$ cat src/rtl/bram_arb_pkg.sv
// ----------------------------------------------------------------------------
// bram_arb_pkg
// Shared types and constants for the BRAM port arbiter.
//   NREQ_MAX  largest supported requester count
//   STAT_W    width of the optional statistics counters
//   req_w()   index width for a given requester count ($clog2, minimum 1)
//   REQ_W     index width at NREQ_MAX, so response tags fit any legal NREQ
//   rsp_tag_t per-port response tag: valid bit + originating requester index
// ----------------------------------------------------------------------------
package bram_arb_pkg;

  localparam int NREQ_MAX = 16;
  localparam int STAT_W   = 32;

  function automatic int req_w(input int nreq);
    return (nreq > 1) ? $clog2(nreq) : 1;
  endfunction

  localparam int REQ_W = req_w(NREQ_MAX);

  typedef struct packed {
    logic             vld;
    logic [REQ_W-1:0] idx;
  } rsp_tag_t;

endpackage

$ cat src/rtl/bram_arb_rr_pick.sv
// ----------------------------------------------------------------------------
// bram_arb_rr_pick
// Combinational round-robin picker: returns the first set bit of mask found
// scanning upward from ptr (wrapping modulo N), as a one-hot vector.
//   mask [N-1:0]   candidate bits
//   ptr  [PW-1:0]  scan start index (must be < N)
//   pick [N-1:0]   one-hot winner, all-zero when mask is empty
// ----------------------------------------------------------------------------
module bram_arb_rr_pick #(
  parameter int N  = 4,
  parameter int PW = 2
) (
  input  logic [N-1:0]  mask,
  input  logic [PW-1:0] ptr,
  output logic [N-1:0]  pick
);

  logic found;

  always_comb begin
    // NOTE: every variable assigned here gets a default first, so no path
    // leaves it holding its old value and no latch is inferred.
    pick  = '0;
    found = 1'b0;
    for (int k = 0; k < N; k++) begin
      if (!found && mask[(int'(ptr) + k) % N]) begin
        pick[(int'(ptr) + k) % N] = 1'b1;
        found = 1'b1;
      end
    end
  end

endmodule

$ cat src/rtl/bram_port_arbiter.sv
// ----------------------------------------------------------------------------
// bram_port_arbiter
// Shares the two ports of one dual-port BRAM between NREQ requesters. Up to
// two requests are granted per cycle with round-robin fairness; a candidate
// hitting the port-1 grantee's address where either side writes is skipped.
// At most one read is granted per cycle so the single response bus is never
// ambiguous. Read data returns one cycle after acceptance, tagged back to
// the requester that issued it.
//
// Ports
//   clock, reset_n                  clock, asynchronous active-low reset
//   io_req_valid/write [NREQ]       per-requester request and direction
//   io_req_addr  [NREQ*ADDR]        requester i at [i*ADDR +: ADDR]
//   io_req_data  [NREQ*DATA]        requester i at [i*DATA +: DATA]
//   io_req_ready [NREQ]             request accepted this cycle
//   io_rsp_valid [NREQ], io_rsp_data read response, one cycle after accept
//   io_mem_*_1 / io_mem_*_2         memory port pins (dataOut registered)
//
// Optional feature: define BRAM_ARB_STATS_EN to add io_stat_grants (accepted
// requests) and io_stat_conflicts (cycles with an address-hazard skip), both
// saturating 32-bit counters.
// ----------------------------------------------------------------------------
module bram_port_arbiter
  import bram_arb_pkg::*;
#(
  parameter int NREQ = 4,
  parameter int DATA = 36,
  parameter int ADDR = 16
) (
  input  logic                 clock,
  input  logic                 reset_n,
  input  logic [NREQ-1:0]      io_req_valid,
  input  logic [NREQ-1:0]      io_req_write,
  input  logic [NREQ*ADDR-1:0] io_req_addr,
  input  logic [NREQ*DATA-1:0] io_req_data,
  output logic [NREQ-1:0]      io_req_ready,
  output logic [NREQ-1:0]      io_rsp_valid,
  output logic [DATA-1:0]      io_rsp_data,
`ifdef BRAM_ARB_STATS_EN
  output logic [STAT_W-1:0]    io_stat_grants,
  output logic [STAT_W-1:0]    io_stat_conflicts,
`endif
  output logic                 io_mem_enable_1,
  output logic                 io_mem_write_1,
  output logic [ADDR-1:0]      io_mem_addr_1,
  output logic [DATA-1:0]      io_mem_dataIn_1,
  input  logic [DATA-1:0]      io_mem_dataOut_1,
  output logic                 io_mem_enable_2,
  output logic                 io_mem_write_2,
  output logic [ADDR-1:0]      io_mem_addr_2,
  output logic [DATA-1:0]      io_mem_dataIn_2,
  input  logic [DATA-1:0]      io_mem_dataOut_2
);

  localparam int PW = req_w(NREQ);

  function automatic logic [PW-1:0] oh_idx(input logic [NREQ-1:0] oh);
    oh_idx = '0;
    for (int i = 0; i < NREQ; i++) begin
      if (oh[i]) oh_idx = PW'(i);
    end
  endfunction

  function automatic int slot(input logic [PW-1:0] p, input int k);
    return (int'(p) + k) % NREQ;
  endfunction

  logic [ADDR-1:0] req_addr [NREQ];
  logic [DATA-1:0] req_data [NREQ];
  logic [NREQ-1:0] live;
  logic [PW-1:0]   ptr, ptr_nxt;
  logic [NREQ-1:0] g1_oh, g2_oh, elig2, hazard_vec, block_vec;
  logic            g1_any, g2_any, skip_any, seen2;
  logic [PW-1:0]   i1, i2, skip_idx;
  rsp_tag_t        tag1, tag2;
`ifdef BRAM_ARB_STATS_EN
  logic            hazard_skip;
  logic [STAT_W:0] grant_sum;
`endif

  always_comb begin
    for (int i = 0; i < NREQ; i++) begin
      req_addr[i] = io_req_addr[i*ADDR +: ADDR];
      req_data[i] = io_req_data[i*DATA +: DATA];
    end
  end

  // Gating valid with reset_n forces ready and memory enables low for the
  // whole reset window, not just from the first clock edge.
  assign live = io_req_valid & {NREQ{reset_n}};

  // Port 1: first valid requester at/after the pointer.
  bram_arb_rr_pick #(.N(NREQ), .PW(PW)) u_pick1 (
    .mask (live),
    .ptr  (ptr),
    .pick (g1_oh)
  );

  assign g1_any = |live;
  assign i1     = oh_idx(g1_oh);

  // A candidate is blocked for port 2 on an address hazard with the port-1
  // grantee, or when both would be reads (only one response bus exists).
  always_comb begin
    hazard_vec = '0;
    block_vec  = '0;
    for (int j = 0; j < NREQ; j++) begin
      if (live[j] && !g1_oh[j]) begin
        hazard_vec[j] = (req_addr[j] == req_addr[i1]) &&
                        (io_req_write[j] || io_req_write[i1]);
        block_vec[j]  = hazard_vec[j] || (!io_req_write[j] && !io_req_write[i1]);
      end
    end
  end

  assign elig2 = live & ~g1_oh & ~block_vec;

  bram_arb_rr_pick #(.N(NREQ), .PW(PW)) u_pick2 (
    .mask (elig2),
    .ptr  (ptr),
    .pick (g2_oh)
  );

  assign g2_any = |elig2;
  assign i2     = oh_idx(g2_oh);

  // Only blocked candidates the scan passed over before finding the port-2
  // grantee count as skipped; the pointer returns to the first of them so a
  // repeatedly blocked requester becomes the next port-1 winner.
  always_comb begin
    skip_any = 1'b0;
    skip_idx = '0;
    seen2    = 1'b0;
`ifdef BRAM_ARB_STATS_EN
    hazard_skip = 1'b0;
`endif
    for (int k = 0; k < NREQ; k++) begin
      if (g2_oh[slot(ptr, k)]) begin
        seen2 = 1'b1;
      end else if (!seen2 && block_vec[slot(ptr, k)]) begin
        if (!skip_any) skip_idx = PW'(slot(ptr, k));
        skip_any = 1'b1;
`ifdef BRAM_ARB_STATS_EN
        hazard_skip = hazard_skip | hazard_vec[slot(ptr, k)];
`endif
      end
    end
  end

  always_comb begin
    ptr_nxt = ptr;
    if (skip_any)    ptr_nxt = skip_idx;
    else if (g2_any) ptr_nxt = PW'(slot(i2, 1));
    else if (g1_any) ptr_nxt = PW'(slot(i1, 1));
  end

  assign io_req_ready = g1_oh | g2_oh;

  assign io_mem_enable_1 = g1_any;
  assign io_mem_write_1  = g1_any & io_req_write[i1];
  assign io_mem_addr_1   = g1_any ? req_addr[i1] : '0;
  assign io_mem_dataIn_1 = g1_any ? req_data[i1] : '0;
  assign io_mem_enable_2 = g2_any;
  assign io_mem_write_2  = g2_any & io_req_write[i2];
  assign io_mem_addr_2   = g2_any ? req_addr[i2] : '0;
  assign io_mem_dataIn_2 = g2_any ? req_data[i2] : '0;

  always_ff @(posedge clock or negedge reset_n) begin
    if (!reset_n) begin
      ptr  <= '0;
      tag1 <= '0;
      tag2 <= '0;
    end else begin
      // NOTE: sequential state uses non-blocking assignment so every
      // register samples pre-edge values regardless of statement order.
      ptr      <= ptr_nxt;
      tag1.vld <= g1_any && !io_req_write[i1];
      tag1.idx <= REQ_W'(i1);
      tag2.vld <= g2_any && !io_req_write[i2];
      tag2.idx <= REQ_W'(i2);
    end
  end

  // At most one tag is valid, so the data mux needs no priority concerns.
  always_comb begin
    io_rsp_valid = '0;
    for (int i = 0; i < NREQ; i++) begin
      io_rsp_valid[i] = (tag1.vld && (tag1.idx == REQ_W'(i))) ||
                        (tag2.vld && (tag2.idx == REQ_W'(i)));
    end
    io_rsp_data = tag1.vld ? io_mem_dataOut_1 :
                  tag2.vld ? io_mem_dataOut_2 : '0;
  end

`ifdef BRAM_ARB_STATS_EN
  assign grant_sum = {1'b0, io_stat_grants} + {{STAT_W{1'b0}}, g1_any}
                                            + {{STAT_W{1'b0}}, g2_any};

  always_ff @(posedge clock or negedge reset_n) begin
    if (!reset_n) begin
      io_stat_grants    <= '0;
      io_stat_conflicts <= '0;
    end else begin
      io_stat_grants <= grant_sum[STAT_W] ? '1 : grant_sum[STAT_W-1:0];
      if (hazard_skip && (io_stat_conflicts != '1))
        io_stat_conflicts <= io_stat_conflicts + STAT_W'(1);
    end
  end
`endif

endmodule

$ cat config.mk
export PLATFORM = sky130hd
export DESIGN_NAME = bram_port_arbiter
export DESIGN_NICKNAME = d
export VERILOG_FILES = /design/src/rtl/bram_arb_pkg.sv /design/src/rtl/bram_arb_rr_pick.sv /design/src/rtl/bram_port_arbiter.sv
export SDC_FILE = /design/constraint.sdc
export NUM_CORES = 1
export LEC_CHECK = 0
export CAP_MARGIN = 0
export CORE_AREA = 5 5 170 172
export DETAILED_ROUTE_END_ITERATION = 10
export DIE_AREA = 0 0 175 177
export PLACE_DENSITY = 0.66
export SLEW_MARGIN = 20
export SYNTH_ARGS = -nofsm -noshare
export SYNTH_HDL_FRONTEND = slang
export SYNTH_SLANG_ARGS = --single-unit
$ cat constraint.sdc
create_clock -name clock -period 9.55 [get_ports clock]
set_input_delay 0.955 -clock clock [delete_from_list [all_inputs] [get_ports clock]]
set_output_delay 0.955 -clock clock [all_outputs]
set_load 0.02 [all_outputs]
==> out/metrics.cfg, run 1 <==
[status]
status=complete, no violations

[sta]
post-route-min-period_ns=9.020
finalSetupTns_ns=0
tightest_slew_ns=0.7121
drv_slew=0
max_freq_mhz=110.9
setup_violations=0
slew_headroom_pct=52.38
skew_ns=0.002074
final_hold_viol_count=0
rsz0062_at_grt=no
finalCritPeriodShare_pct=94.45
fin_hold_ws_ns=0.7727

[route]
drc=0
wl_um=45900
ant_nets=0
detail_route.wl_per_cell_um=23.48
drtIter0Drc=1568
viasPerCell=5.915
via_count=11560
dr.pass1.iters=7

[pwr]
p_leak_nw=4.793
switching_power_mw=3.217
internal_power_mw=2.374
seq_power_share_pct=1.1
switching_share_pct=57.54
pwr-share-clk_pct=1.2
irDropWorstVdd_v=0.0002598
p_comb_share_pct=97.7
powerDensity_nw_per_um2=453.8

[setup_path]
critPathCaptureType=output port
cp_max_fo=38
crit_end=io_mem_dataIn_2[26]
reg2reg_to=ptr[0]
ff2ff_setup_slack_ns=2.01
setup.worst_path.start=reset_n
r2r_cells=26
path_cells=clkdlybuf4s50_1 -> nand2b_1 -> o22ai_2 -> mux2_2 -> nor3_4 -> buf_4 -> buf_4 -> o31ai_1 -> a32oi_1 -> nand4_1 -> nor4_1 -> buf_4 -> a21oi_2 -> inv_1 -> mux4_2 -> a32oi_1 -> a22oi_1 -> a211o_2 -> buf_12 -> nand2_1 -> a21oi_1 -> a21oi_1 -> a21oi_1 -> clkdlybuf4s50_1
cp_slowest_cell=clkdlybuf4s50_1
critPathKind=in -> out
worstPathArrival_ns=8.06
required_ns=8.60
start_kind=input pin
critPathMaxStageDelay_ns=0.82
reg2reg_from=ptr[1]

[clock_tree]
cts_sinks=8
clk_latency_ns=0.23
cts_root_buffer=clkbuf_16
clockBufferDepth=2
post_cts_buffers=0
ctsHoldBuffers=0
clk_pin_slew_ns=0.04
cts_htree_levels=1
cts_resized=0
tritoncts=yes
numCtsBuffers=3

[global_routing]
first_global_vias=11080
grt_max_degree=65
antenna_found_initial=3
grt_first_pass_wirelength_um=67770
grt.total_usage_pct=27.50
overflow=0

[placed_design]
hpwl_um=36200
portBuffers=441
placedCellCount=1949
place.gp.congestion=0.9839

[logic_synthesis]
synth_area_um2=7293
synthTopCellsByArea=a21oi_1 (13%), nand2_1 (10%), nor2_1 (9.0%)
yosys_warnings=0
synth_fp_nets=1521
ys_seq_area_share_pct=2.745
ys_types=92
yosysTopAreaCellShare_pct=13.45
async_flop_share_pct=100.0
synth_edf_count=0
synth_flop_cell=dfrtp_1
avgSynthCellArea_um2=5.959
synth_seq_cells=8
yosysTopAreaCell=a21oi_1
synth_cells=1224

[final_layout]
final_cells=1955
finalNetCount=1905
drive_above_1_share_pct=5.978
area_delta_synth_final_pct=68.91

[job]
cap_violations=0

[floorplan]
die_h_um=177
num_rows=61
die_x_um=175
pin_count=442
core_um2=27320
dieArea_um2=30980
initial_utilization_pct=26.69

[worst_hold_path]
worstHoldPathType=reg -> reg
hp-start=ptr[1]

## worst min-delay path by stage
stage          slack, ns  depth (start not counted)     end
3_3_place_gp        0.75                          3  ptr[1]
3_5_place_dp        0.75                          3  ptr[1]
4_1_cts             0.77                          3  ptr[1]
2_1_floorplan       0.66                          0  ptr[0]
5_1_grt             0.83                          3  ptr[1]
6_report            0.77                          3  ptr[1]
## power groups by stage
stage	sequential (mW)	clock (mW)	combinational, mW
floorplan	0.0669	0	3.16
global placement	0.0597	0	5.39
detailed placement	0.0599	0	5.39
CTS	0.0596	0.0696	5.43
global route	0.0613	0.0733	5.85
finish	0.0597	0.0692	5.46
## flip-flops by register name, summed over array words and instances (netlist names)
name and cells:
ptr 2, tag1 3, tag2 3
## critical path: cells and delay by family
kind / cells / cell delay (ns)
AND/OR/NAND/NOR: 5 / 1.36
buffers and inverters: 7 / 2.67
AO/OA/AOI/OAI: 10 / 2.19
multiplexers: 2 / 0.85
## layer usage
metal | GRT usage [%] | routed length (um) | vias to the layer above
met5 | 0 | 0 | -
met4 | 7.267 | 1431 | 0
met3 | 5.939 | 4717 | 103
met2 | 45.18 | 21210 | 741
met1 | 36.66 | 18540 | 5422
li1 | - | - | 5297
## logic make-up (layout without fill, tap and decap cells)
group	Yosys count	after routing	synth area share (%)
multiplexers	58	58	8.544
other	0	3	0
XOR/XNOR	51	51	6.125
buffers and inverters	145	527	8.458
AO/OA/AOI/OAI	457	457	42.46
flip-flops	8	8	2.745
adder cells (fa/ha/maj)	7	7	1.201
AND/OR/NAND/NOR	498	498	30.47
## cell type report
class | count | area (um2)
repair buffers | 492 | 4935
flip-flops and latches | 8 | 200.2
inverters | 32 | 120.1
diodes | 3 | 7.507
clock buffers | 3 | 75.07
multi-input cells | 1071 | 6549
well taps | 346 | 432.9
fillers | 2852 | 15000
## metrics by stage
stage | util [%] | power (mW) | area, um2 | worst slack [ns]
3_3_place_gp | 44.78 | 5.454 | 12240 | 0.8102
6_report | 45.09 | 5.591 | 12320 | 0.5302
5_1_grt | 45.08 | 5.982 | 12320 | 0.1009
3_5_place_dp | 44.78 | 5.452 | 12240 | 0.7065
2_1_floorplan | - | 3.231 | 7293 | 1.929
4_1_cts | 45.06 | 5.555 | 12310 | 0.6726
## layout by cell type (no fill, tap or decap), types with 8 or more instances in the layout
cell type	Yosys	layout
clkdlybuf4s50_1	0	441
nand2_1	198	198
a21oi_1	196	196
nor2_1	174	174
mux2i_1	46	46
a311oi_1	41	41
buf_4	6	40
a22o_1	37	37
o21ai_0	31	31
inv_1	30	30
xnor2_1	27	27
xor2_1	24	24
a31oi_1	24	24
nor3_1	19	19
nand3_1	18	18
nand4_1	16	16
and2_1	15	15
o31ai_1	11	11
buf_12	0	11
o22ai_1	10	10
nor4_1	11	10
mux2_2	8	8
nand2b_1	8	8
dfrtp_1	8	8
## synthesized netlist by cell type, drive strengths merged, types with 16 or more instances
cell type / number
nor3: 21
a31oi: 24
nand2: 199
and2: 16
o21ai: 33
nor2: 175
xnor2: 27
clkbuf: 66
nand3: 19
xor2: 24
nand4: 16
buf: 47
inv: 30
a22o: 37
mux2i: 48
a21oi: 198
a311oi: 41
Power figures use the tool's default switching activity.
==> run 2, diff against run 1 <==
--- a/config.mk
+++ b/config.mk
@@ -9,6 +9,7 @@
 export CORE_AREA = 5 5 170 172
 export DETAILED_ROUTE_END_ITERATION = 10
 export DIE_AREA = 0 0 175 177
+export HOLD_SLACK_MARGIN = 0.1
 export PLACE_DENSITY = 0.66
 export SLEW_MARGIN = 20
 export SYNTH_ARGS = -nofsm -noshare
==> results of run 2 <==
The final DEF is identical to that of run 1; final timing and power are the same.
